<file path="src/rtl/dram_traffic_gen.sv">
// Write/read-back traffic generator and checker for the MIG 7-series app port.
// Fills NUM_WORDS UI words with a pattern, reads them back and counts mismatches.
module dram_traffic_gen #(
  parameter int ADDR_W      = 27,
  parameter int DATA_W      = 128,
  parameter int NUM_WORDS   = 3840,
  parameter int ADDR_STRIDE = 8,
  parameter int BASE_ADDR   = 0,
  localparam int IDX_W = (NUM_WORDS > 1) ? $clog2(NUM_WORDS) : 1
) (
  input  logic                clk,
  input  logic                reset,
  input  logic                start,
  input  logic                loop_en,
  input  logic [1:0]          pattern_sel,
  input  logic                init_calib_complete,
  input  logic                app_rdy,
  input  logic                app_wdf_rdy,
  input  logic                app_rd_data_valid,
  input  logic                app_rd_data_end,
  input  logic [DATA_W-1:0]   app_rd_data,
  output logic [ADDR_W-1:0]   app_addr,
  output logic [2:0]          app_cmd,
  output logic                app_en,
  output logic [DATA_W-1:0]   app_wdf_data,
  output logic                app_wdf_wren,
  output logic                app_wdf_end,
  output logic [DATA_W/8-1:0] app_wdf_mask,
  output logic                busy,
  output logic                done,
  output logic                pass,
  output logic [15:0]         error_count,
  output logic [IDX_W-1:0]    first_err_index,
  output logic [15:0]         pass_count
);

  localparam int LANES = DATA_W / 32;
  localparam int CNT_W = $clog2(NUM_WORDS + 1);
  localparam logic [CNT_W-1:0] LAST = CNT_W'(NUM_WORDS);

  typedef enum logic [2:0] {
    S_IDLE,
    S_WAIT_CAL,
    S_WRITE,
    S_READ,
    S_DONE
  } state_t;

  function automatic logic [DATA_W-1:0] pat_f(
    input logic [1:0]       sel,
    input logic [CNT_W-1:0] idx
  );
    logic [DATA_W-1:0] w;
    logic [31:0]       v;
    w = '0;
    for (int k = 0; k < LANES; k++) begin
      v = 32'(idx) * 32'(LANES) + 32'(k);
      case (sel)
        2'd1:    w[k*32 +: 32] = v;
        2'd2:    w[k*32 +: 32] = ~v;
        default: w[k*32 +: 32] = 32'h00AAAA00;
      endcase
    end
    return w;
  endfunction

  function automatic logic [ADDR_W-1:0] addr_f(
    input logic [CNT_W-1:0] idx
  );
    return ADDR_W'(64'(BASE_ADDR) + 64'(idx) * 64'(ADDR_STRIDE));
  endfunction

  state_t            state_q, state_d;
  logic [1:0]        sel_q, sel_d;
  logic [CNT_W-1:0]  cmd_cnt_q, cmd_cnt_d;
  logic [CNT_W-1:0]  wd_cnt_q, wd_cnt_d;
  logic [CNT_W-1:0]  rd_cnt_q, rd_cnt_d;
  logic              cmp_vld_q, cmp_vld_d;
  logic              cmp_err_q, cmp_err_d;
  logic [IDX_W-1:0]  cmp_idx_q, cmp_idx_d;
  logic [ADDR_W-1:0] addr_q, addr_d;
  logic [2:0]        cmdo_q, cmdo_d;
  logic              en_q, en_d;
  logic [DATA_W-1:0] wdata_q, wdata_d;
  logic              wren_q, wren_d;
  logic              busy_q, busy_d;
  logic              done_q, done_d;
  logic              pass_q, pass_d;
  logic [15:0]       err_q, err_d;
  logic [IDX_W-1:0]  first_q, first_d;
  logic [15:0]       pcnt_q, pcnt_d;

  logic [CNT_W-1:0]  cmd_nx, wd_nx, rd_nx;
  logic              go_start, go_write;
  logic              unused_rd_end;

  assign cmd_nx = cmd_cnt_q + CNT_W'(1);
  assign wd_nx  = wd_cnt_q + CNT_W'(1);
  assign rd_nx  = rd_cnt_q + CNT_W'(1);
  assign unused_rd_end = app_rd_data_end;

  always_comb begin
    state_d   = state_q;
    sel_d     = sel_q;
    cmd_cnt_d = cmd_cnt_q;
    wd_cnt_d  = wd_cnt_q;
    rd_cnt_d  = rd_cnt_q;
    cmp_vld_d = 1'b0;
    cmp_err_d = 1'b0;
    cmp_idx_d = cmp_idx_q;
    addr_d    = addr_q;
    cmdo_d    = cmdo_q;
    en_d      = en_q;
    wdata_d   = wdata_q;
    wren_d    = wren_q;
    err_d     = err_q;
    first_d   = first_q;
    pcnt_d    = pcnt_q;
    go_start  = 1'b0;
    go_write  = 1'b0;

    // Second comparator stage: fold the registered compare into the counters.
    if (cmp_vld_q && cmp_err_q) begin
      if (err_q == 16'd0) first_d = cmp_idx_q;
      if (err_q != 16'hFFFF) err_d = err_q + 16'd1;
    end

    unique case (state_q)
      S_IDLE: go_start = start;
      S_WAIT_CAL: go_write = init_calib_complete;
      S_WRITE: begin
        if (en_q && app_rdy) begin
          cmd_cnt_d = cmd_nx;
          en_d      = cmd_nx < LAST;
          addr_d    = addr_f(cmd_nx);
        end
        if (wren_q && app_wdf_rdy) begin
          wd_cnt_d = wd_nx;
          wren_d   = wd_nx < LAST;
          wdata_d  = (wd_nx < LAST) ? pat_f(sel_q, wd_nx) : '0;
        end
        if (cmd_cnt_q == LAST && wd_cnt_q == LAST) begin
          state_d   = S_READ;
          cmd_cnt_d = '0;
          en_d      = 1'b1;
          addr_d    = addr_f(CNT_W'(0));
          cmdo_d    = 3'b001;
          wren_d    = 1'b0;
          wdata_d   = '0;
        end
      end
      S_READ: begin
        if (en_q && app_rdy) begin
          cmd_cnt_d = cmd_nx;
          en_d      = cmd_nx < LAST;
          addr_d    = addr_f(cmd_nx);
        end
        if (app_rd_data_valid && rd_cnt_q < LAST) begin
          rd_cnt_d  = rd_nx;
          cmp_vld_d = 1'b1;
          cmp_err_d = app_rd_data != pat_f(sel_q, rd_cnt_q);
          cmp_idx_d = IDX_W'(rd_cnt_q);
        end
        if (rd_cnt_q == LAST) begin
          state_d = S_DONE;
          en_d    = 1'b0;
          pcnt_d  = pcnt_q + 16'd1;
        end
      end
      S_DONE: begin
        if (loop_en) go_write = 1'b1;
        else go_start = start;
      end
      default: state_d = S_IDLE;
    endcase

    if (go_start) begin
      state_d = S_WAIT_CAL;
      sel_d   = pattern_sel;
      err_d   = '0;
      first_d = '0;
      pcnt_d  = '0;
    end

    if (go_write) begin
      state_d   = S_WRITE;
      cmd_cnt_d = '0;
      wd_cnt_d  = '0;
      rd_cnt_d  = '0;
      en_d      = 1'b1;
      addr_d    = addr_f(CNT_W'(0));
      cmdo_d    = 3'b000;
      wren_d    = 1'b1;
      wdata_d   = pat_f(sel_q, CNT_W'(0));
    end
  end

  assign busy_d = (state_d == S_WAIT_CAL) ||
                  (state_d == S_WRITE) ||
                  (state_d == S_READ);
  assign done_d = state_d == S_DONE;
  assign pass_d = done_d && (err_d == 16'd0);

  always_ff @(posedge clk) begin
    if (reset) begin
      state_q   <= S_IDLE;
      sel_q     <= '0;
      cmd_cnt_q <= '0;
      wd_cnt_q  <= '0;
      rd_cnt_q  <= '0;
      cmp_vld_q <= 1'b0;
      cmp_err_q <= 1'b0;
      cmp_idx_q <= '0;
      addr_q    <= '0;
      cmdo_q    <= '0;
      en_q      <= 1'b0;
      wdata_q   <= '0;
      wren_q    <= 1'b0;
      busy_q    <= 1'b0;
      done_q    <= 1'b0;
      pass_q    <= 1'b0;
      err_q     <= '0;
      first_q   <= '0;
      pcnt_q    <= '0;
    end else begin
      state_q   <= state_d;
      sel_q     <= sel_d;
      cmd_cnt_q <= cmd_cnt_d;
      wd_cnt_q  <= wd_cnt_d;
      rd_cnt_q  <= rd_cnt_d;
      cmp_vld_q <= cmp_vld_d;
      cmp_err_q <= cmp_err_d;
      cmp_idx_q <= cmp_idx_d;
      addr_q    <= addr_d;
      cmdo_q    <= cmdo_d;
      en_q      <= en_d;
      wdata_q   <= wdata_d;
      wren_q    <= wren_d;
      busy_q    <= busy_d;
      done_q    <= done_d;
      pass_q    <= pass_d;
      err_q     <= err_d;
      first_q   <= first_d;
      pcnt_q    <= pcnt_d;
    end
  end

  assign app_addr        = addr_q;
  assign app_cmd         = cmdo_q;
  assign app_en          = en_q;
  assign app_wdf_data    = wdata_q;
  assign app_wdf_wren    = wren_q;
  assign app_wdf_end     = wren_q;
  assign app_wdf_mask    = '0;
  assign busy            = busy_q;
  assign done            = done_q;
  assign pass            = pass_q;
  assign error_count     = err_q;
  assign first_err_index = first_q;
  assign pass_count      = pcnt_q;

endmodule

</file>
<file path="config.mk">
export PLATFORM = sky130hd
export DESIGN_NAME = dram_traffic_gen
export DESIGN_NICKNAME = d
export VERILOG_FILES = /design/src/rtl/dram_traffic_gen.sv
export SDC_FILE = /design/constraint.sdc
export NUM_CORES = 1
export LEC_CHECK = 0
export ABC_AREA = 0
export ABC_CLOCK_PERIOD_IN_PS = 4810
export BUFFER_PORTS_ARGS = -buffer_cell sky130_fd_sc_hd__buf_2
export CORE_AREA = 2 2 141 143
export DETAILED_ROUTE_END_ITERATION = 16
export DIE_AREA = 0 0 143 145
export PLACE_DENSITY = 0.77
export SYNTH_ARGS = -nofsm -noshare
export SYNTH_HDL_FRONTEND = slang
export SYNTH_SLANG_ARGS = --single-unit
</file>
<file path="constraint.sdc">
create_clock -name clk -period 4.81 [get_ports clk]
set_input_delay 0 -clock clk [delete_from_list [all_inputs] [get_ports clk]]
set_output_delay 0 -clock clk [all_outputs]
set_load 0.1 [all_outputs]
</file>
Yosys cells after proc, flatten, opt, wreduce, memory -nomap -nowiden
Index checks and enable logic that the tools add are counted.
{"block": "word_totals", "register_bits": 260, "in_bits": 139, "out_inout_bits": 224, "elab_cells": 137}
{"block": "op_classes", "n_addsub": 11, "n_lt_le_gt_ge": 3, "n_eq_ne": 15, "muxes": 53, "bitwise_logic": 10, "n_reduce_logical": 26}
{"op": "$pmux W32 S2", "n": 12}
{"op": "$mux W128", "n": 5}
{"op": "$mux W32", "n": 8}
{"op": "$not A15 Y32", "n": 6}
{"op": "$ne A128 B128 Y1", "n": 1}
{"op": "$not A14 Y32", "n": 2}
{"op": "$add A14 B2 Y15 const B", "n": 4}
{"op": "$mux W27", "n": 2}
{"op": "$pmux W27 S2", "n": 1}
{"op": "$mux W16", "n": 3}
{"op": "$add A12 B1 Y12 const B", "n": 3}
{"op": "$eq A12 B12 Y1 const B", "n": 3}
{"op": "$lt A12 B12 Y1 const B", "n": 3}
{"op": "$add A16 B1 Y16 const B", "n": 2}
{"op": "$logic_not A16 Y1", "n": 2}
{"op": "$add A14 B1 Y15 const B", "n": 2}
{"op": "$mux W12", "n": 2}
{"op": "$pmux W12 S2", "n": 1}
{"op": "$ne A16 B16 Y1 const B", "n": 1}
{"op": "$eq A3 B2 Y1 const B", "n": 4}
{"op": "$mux W3", "n": 4}
{"op": "$reduce_and A2 Y1", "n": 6}
{"op": "$mux W1", "n": 11}
{"op": "$pmux W3 S3", "n": 1}
{"op": "13 further kinds", "n": 29}

Logic depth before layout (Yosys ltp)
Gate-level depths: netlist of the first run.
{"block": "depth", "word_depth": 9, "mapped_depth": 12}

Worst setup path after synthesis of the first run
OpenSTA, ideal clock, no wires.
{"block": "synth_path", "path_kind": "flip-flop to flip-flop", "startpoint": "register err_q[0], in the netlist error_count[0]", "endpoint": "register pass_q, in the netlist pass", "setup_ps": 100, "arrival_ps": 3015, "required_time_ps": 4710, "slack_ps": 1696, "stages_incl_launch_ff": 9, "synth_period_minus_slack_ps": 3114, "cell_sequence": "dfxtp_1 ha_1 nand4_1 or4_1 buf_2 or4b_4 o21ai_2 nand4_2 a2111oi_4"}
{"block": "synth_between", "elab_chain_len": 6}
{"element": "start: declaration", "line": "89", "source": "logic [15:0] err_q, err_d;"}
{"element": "start signal: assignment", "line": "242", "source": "err_q <= err_d;"}
{"element": "$add A16 B1 Y16 or $ne A16 B16 Y1 (tied branches)", "line": "125", "source": "if (err_q != 16'hFFFF) err_d = err_q + 16'd1;"}
{"element": "$mux W16", "line": "125"}
{"element": "$mux W16 (*)", "line": "123", "source": "if (cmp_vld_q && cmp_err_q) begin"}
{"element": "$mux W16 (*)", "line": "177", "source": "if (go_start) begin"}
{"element": "$logic_not A16 Y1 (*)", "line": "202", "source": "assign pass_d = done_d && (err_d == 16'd0);"}
{"element": "$logic_and A1 B1 Y1 (*)", "line": "202"}
{"element": "end signal: assignment", "line": "241", "source": "pass_q <= pass_d;"}
{"element": "end: declaration", "line": "88", "source": "logic pass_q, pass_d;"}
Every way passes the cells marked *; elsewhere a longest branch is shown, timed or not.
A chain may end at the register's enable or synchronous reset.

Worst setup path after layout of the first run
{"block": "layout_path", "startpoint": "register sel_q[1]", "endpoint": "register cmp_err_q"}
{"block": "layout_between", "elab_chain_len": 5}
{"element": "start: declaration", "line": "74", "source": "logic [1:0] sel_q, sel_d;"}
{"element": "start signal: assignment", "line": "227", "source": "sel_q <= sel_d;"}
{"element": "$eq A2 B2 Y1 or $eq A2 B1 Y1 (tied branches)", "line": "58", "source": "case (sel)"}
{"element": "$pmux W32 S2", "line": "58"}
{"element": "$mux W32", "line": "158", "source": "if (app_rd_data_valid && rd_cnt_q < LAST) begin"}
{"element": "$mux W32", "line": "128", "source": "unique case (state_q)"}
{"element": "$ne A128 B128 Y1 (*)", "line": "161", "source": "cmp_err_d = app_rd_data != pat_f(sel_q, rd_cnt_q);"}
{"element": "end signal: assignment", "line": "232", "source": "cmp_err_q <= cmp_err_d;"}
{"element": "end: declaration", "line": "79", "source": "logic cmp_err_q, cmp_err_d;"}
Every way passes the cells marked *; elsewhere a longest branch is shown, timed or not. The select of a mux whose other input is x is not followed.

==> results of run 1 <==
-- flip-flops by register name (all words and copies together), names as in the netlist --
register	flops
error_count	16
rd_cnt_q	12
app_cmd	1
app_wdf_end	1
sel_q	2
cmd_cnt_q	12
app_wdf_data	15
cmp_err_q	1
pass_count	16
done	1
app_en	1
cmp_vld_q	1
app_addr	27
wd_cnt_q	12
first_err_index	12
pass	1
state_q	3
busy	1
cmp_idx_q	12
-- layout make-up --
| type | count | area, um^2 | area share [%] |
|---|---|---|---|
| Timing Repair Buffer | 355 | 1820 | 17.3 |
| Sequential cell | 147 | 2940 | 28.1 |
| Clock inverter | 15 | 219 | 2.09 |
| Inverter | 19 | 71.3 | 0.680 |
| Tap cell | 265 | 332 | 3.16 |
| Clock buffer | 17 | 425 | 4.05 |
| Multi-Input combinational cell | 785 | 4690 | 44.7 |
-- cell families after synthesis --
group,synth area share [%]
other,0.0424
adders and majority gates,1.67
DFF,33.3
AOI/OAI and AO/OA,11.1
and+or+nand+nor,27.9
xor gates and xnor gates,6.83
buffers and inverters,14.5
muxes,4.67
-- routing by layer --
metal / part of all wire (%) / wire (um) / GRT usage, %
met1: 44 / 10900 / 31.2
met2: 46 / 11400 / 35.3
met3: 7.3 / 1810 / 4.22
met4: 1.9 / 462 / 6.44
met5: 0 / 0 / 0
-- power by group --
group          switching [W]  internal [W]  leakage, nW
Combinational       0.000645      0.000139         3.14
Sequential         0.0000271       0.00123         1.19
Clock               0.000558      0.000887        0.320
Total                0.00123       0.00226         4.64
-- final timing paths --
| check | startpoint | end | slack, ns | cells past startpoint |
|---|---|---|---|---|
| worst max-delay path | sel_q[1] | cmp_err_q | 1.66 | 8 |
| worst min-delay path | app_rd_data[75] | cmp_err_q | 0.02 | 4 |
| worst max register to register | sel_q[1] | cmp_err_q | 1.66 | 8 |
| worst min register to register | app_addr[19] | app_addr[19] | 0.46 | 1 |
-- cell usage in the layout (no fill, tap or decap), drive strengths merged, types with 6 or more instances in the layout --
| master | count |
|---|---|
| xnor2 | 36 |
| nor3 | 44 |
| nand4 | 30 |
| nor4 | 20 |
| a2111oi | 6 |
| and3 | 20 |
| nand2 | 93 |
| o21ai | 29 |
| or2 | 9 |
| conb | 18 |
| clkbuf | 17 |
| buf | 351 |
| mux2i | 39 |
| or3 | 19 |
| or4 | 10 |
| o21a | 6 |
| ha | 11 |
| a31oi | 9 |
| nor2 | 142 |
| nand2b | 7 |
| dfxtp | 147 |
| nand3 | 43 |
| xor2 | 33 |
| and4 | 9 |
| a211oi | 11 |
| and2 | 21 |
| a21oi | 62 |
| nand3b | 6 |
| a22oi | 9 |
| inv | 26 |
-- critical path, delay by kind of cell (launching register included) --
family                   cells  cell delay, ns
flip-flops                   1            0.32
AND/OR/NAND/NOR              2            0.65
adder cells (fa/ha/maj)      1            0.73
AO/OA/AOI/OAI                3            0.73
buffers and inverters        2            0.60
-- stage by stage --
step / instances / area, um^2 / total power [W] / utilization (%)
after floorplan: 1136 / 8910 / 0.00197 / -
after global placement: 1567 / 9810 / 0.00206 / 51.1
after detailed placement: 1567 / 9810 / 0.00207 / 51.1
after CTS: 1603 / 10500 / 0.00351 / 54.6
after global routing: 1603 / 10500 / 0.00360 / 54.6
final: 1603 / 10500 / 0.00349 / 54.6
==> results.cfg, run 1 <==
[clock_network]
clock-sinks = 147
cts_resized = 0
clk_pin_slew_ns = 0.06
cts_tree = done
cts_buffers = 17
clock_latency_ns = 0.42
cts_htree_levels = 4
clk_path_buf_depth = 2
root_buffer = clkbuf_16
holdBufCountCts = 4
cts_setup_buffers = 0

[sta]
hold_slack_ns = 0.0221
fmax_ghz = 0.318
setup_viol = 0
drv_slew = 0
rsz0062_at_grt = no
setup_slack_ns = 1.66
fin_skew_ns = 0.00777
worst-slew-pin-transition_ns = 0.949
slew-limit-headroom_pct = 36.7
hold_viol_final = 0
fin_crit_ns = 3.15
finalSetupTns_ns = 0
period_share_pct = 65.4

[hold_path]
min_path_type = input port to flop

[die]
io-pin-count = 363
die_x_um = 143
std_cell_rows = 51
core_um2 = 19200
start_util_pct = 46.0
chipHeight_um = 145
die-area_um2 = 20700

[place]
post-dp-hpwl_um = 19000
gp_congestion = 0.923
io_buffers = 343
place_worst_setup_slack_ns = 1.65

[yosys]
synth_flop_cell = dfxtp_1
syn_area_per_cell_um2 = 7.90
syn_area_um2 = 8840
ys_seq_area_share_pct = 33.3
synth_edf_count = 0
yosys_register_bits = 147
synth_area_leaders = dfxtp_1 (33%), buf_4 (11%), nor2_1 (6.0%)
synth_top_cell_by_area = dfxtp_1
synthDistinctLibCells = 62
yosysWarnings = 0
yosysMostFrequentCell = dfxtp_1
synth_top_area_share_pct = 33.3
synthTopCellsByCount = dfxtp_1 (147), nor2_1 (142), buf_4 (133)
synthCells = 1119
ys_async_sr_fraction_pct = 0

[route]
drc = 0
avgRoutedWirePerCell_um = 15.4
routed_wl_um = 24600
viasPerCell = 5.28
drt-initial-drc-count = 503
via_count = 8467
drt_pass1_iterations = 5
ant_nets = 0

[global_routing]
grt_pass1_vias = 7175
grt_pass1_wl_um = 37500
grt_max_degree = 58
antenna_found_initial = 0
grt_overflow = 0
grt.total_usage_pct = 22.4

[finish]
nFillCells = 1795
layout.nets = 1475
num_antenna_cells = 0
area_growth_syn_to_layout_pct = 18.7
drive_above_1_share_pct = 30.5

[pwr]
vdd_drop_max_mv = 0.193
leakage_nw = 4.64
powerDensity_nw_per_um2 = 333

[critical_path]
cp-end-kind = flop
crit_chain = inv_1 > ha_1 > clkinv_1 > nor4b_1 > o2111ai_1 > a2111oi_0 > nand4_1 > o21a_1
critical-path-max-stage-delay_ns = 0.73
cp.required_ns = 5.13
path_max_fanout = 22
slowest_stage = ha_1
cp-start-kind = flop
crit_arrival_ns = 3.46
crit_type = flop to flop

[outcome]
status = finished, final reports clean

[flow_run]
maxCapViolCount = 0
(Power assumes the default switching activity.)
==> run 2, diff against run 1 <==
--- a/config.mk
+++ b/config.mk
@@ -6,11 +6,11 @@
 export NUM_CORES = 1
 export LEC_CHECK = 0
 export ABC_AREA = 0
-export ABC_CLOCK_PERIOD_IN_PS = 4810
+export ABC_CLOCK_PERIOD_IN_PS = 2850
 export BUFFER_PORTS_ARGS = -buffer_cell sky130_fd_sc_hd__buf_2
-export CORE_AREA = 2 2 141 143
+export CORE_ASPECT_RATIO = 1.75
+export CORE_UTILIZATION = 44
 export DETAILED_ROUTE_END_ITERATION = 16
-export DIE_AREA = 0 0 143 145
 export PLACE_DENSITY = 0.77
 export SYNTH_ARGS = -nofsm -noshare
 export SYNTH_HDL_FRONTEND = slang
==> constraint.sdc (replaced) <==
create_clock -name clk -period 2.85 [get_ports clk]
set_input_delay 0 -clock clk [delete_from_list [all_inputs] [get_ports clk]]
set_output_delay 0 -clock clk [all_outputs]
set_load 0.1 [all_outputs]
==> run 2 against run 1 <==
- critical path depth up 1
- sequential power up 69%
- die area down 0.22%
- via count up 2.1%
- hold slack better by 0.091 ns
==> results.cfg, run 2 (synthesis results as in run 1) <==
[route]
ant_nets = 0
drc = 0
via_count = 8641
avgRoutedWirePerCell_um = 15.7
drt-initial-drc-count = 728
drt_pass1_iterations = 6
routed_wl_um = 25100
viasPerCell = 5.40

[die]
chipHeight_um = 190
die-area_um2 = 20700
die_x_um = 109
core_um2 = 19700
io-pin-count = 363
start_util_pct = 44.8
std_cell_rows = 68

[critical_path]
r2r_end = cmp_err_q
path_max_fanout = 26
crit_chain = inv_1 > ha_2 > buf_4 > or4_1 > mux2i_1 > o2111ai_1 > nor4_2 > nand4_1 > o21a_1
r2r_cells = 9
slowest_stage = or4_1
cp-start-kind = flop
rr_startpoint = sel_q[0]
cp.required_ns = 3.16
cp-end-kind = flop
crit_arrival_ns = 2.91
r2r_slack_ns = 0.25
worstSetupStartpoint = sel_q[0]
crit_type = flop to flop
critical-path-max-stage-delay_ns = 0.54

[global_routing]
grt_pass1_wl_um = 38600
grt_overflow = 0
met1_usage_pct = 28.5
use_met3_pct = 4.01
grt_pass1_vias = 7686
antenna_found_initial = 0
grt.total_usage_pct = 23.9
grt_use_met2_pct = 41.9
grt.busiest_layer = met2
grt_max_degree = 57

[hold_path]
hold_start = app_rd_data[66]
min_path_type = input port to flop
hold_path_depth = 6
hold_end = cmp_err_q

[finish]
layout_commonest_cell = buf_2
largest_reg_flops = 27
num_antenna_cells = 0
drive_above_1_share_pct = 32.1
layout_common_cells = buf_2 (343), nor2_1 (142), dfxtp_1 (136), nand2_1 (93), a21oi_1 (62)
area_growth_syn_to_layout_pct = 20.1
fin_cells = 1601
layout.nets = 1493

[sta]
setup_viol = 0
period_share_pct = 91.3
worst-slew-pin-transition_ns = 0.743
fin_crit_ns = 2.60
slew-limit-headroom_pct = 50.4
fmax_ghz = 0.384
finalSetupTns_ns = 0
drv_slew = 0
rsz0062_at_grt = no
hold_viol_final = 0
fin_skew_ns = 0.0149

[clock_network]
clock_latency_ns = 0.42
cts_tree = done
clock-sinks = 147
root_buffer = clkbuf_16
cts_buffers = 17
clk_path_buf_depth = 2
clk_pin_slew_ns = 0.06
cts_htree_levels = 4

[pwr]
p_total_w = 0.00590
vdd_drop_max_mv = 0.420
leakage_nw = 4.72
powerDensity_nw_per_um2 = 556

[outcome]
status = finished, final reports clean

[place]
gp_congestion = 0.915
post-dp-hpwl_um = 19500
io_buffers = 343
place_inst = 1564

[flow_run]
maxCapViolCount = 0
## run 2: cell count changes in the layout (fill, tap and decap cells not counted), moves of 2 or more
cell,previous run,this run
buf_4,8,25
dfxtp_1,146,136
dfxtp_2,1,11
inv_8,4,0
a2111oi_0,5,3
a2111oi_1,0,2
clkinvlp_4,0,2
inv_6,4,6
## run 2: cell type report
cell class,count,area (um^2)
Clock buffer,19,443
Inverter,19,71.3
Clock inverter,13,193
Sequential cell,147,2960
Fill cell,1884,9120
Timing Repair Buffer,373,1950
Multi-Input combinational cell,785,4690
Tap cell,245,307
## run 2: metrics by stage
step | hold slack, ns | worst slack, ns | area [um^2] | utilization [%]
detailed placement | 0.317 | 0.0955 | 9920 | 50.3
CTS | 0.104 | 0.0630 | 10600 | 53.7
finish | 0.114 | 0.248 | 10600 | 53.8
floorplan | 0.0903 | 0.0110 | 8920 | -
global placement | 0.334 | 0.152 | 9920 | 50.3
global route | 0.108 | 0.0721 | 10600 | 53.8
## run 2: how the worst max path moves through the flow
stage	cells after the start	slack [ns]	endpoint
2_1_floorplan	7	0.01	pass
3_3_place_gp	9	0.15	cmp_err_q
3_5_place_dp	9	0.1	cmp_err_q
4_1_cts	9	0.06	cmp_err_q
5_1_grt	8	0.07	cmp_err_q
6_report	9	0.25	cmp_err_q
## run 2: power breakdown
part | leakage, nW | internal [W] | total [W] | switching [W]
Combinational | 3.22 | 0.000244 | 0.00134 | 0.00110
Sequential | 1.19 | 0.00208 | 0.00213 | 0.0000462
Clock | 0.306 | 0.00151 | 0.00243 | 0.000927
Total | 4.72 | 0.00383 | 0.00590 | 0.00207
## run 2: layer usage
layer	vias up	share of wire [%]
met3	49	6.2
met5	-	0
li1	4213	-
met4	0	2.4
met1	3990	40
met2	389	52
## run 2: worst max-delay path: cells and delay by family (launching register included)
kind	cells	cell delay [ns]
compound gates	2	0.37
fa+ha+maj	1	0.27
buf+inv	2	0.31
flops	1	0.36
mux	1	0.14
simple gates	3	1.07
## run 2: what timing repair did
action                                  CTS  global route
endpoints found under the setup margin    0             1
endpoints found under the hold margin     8             0
buffers inserted                          0             0
hold buffers                              5             0
gates resized for setup                   0             4
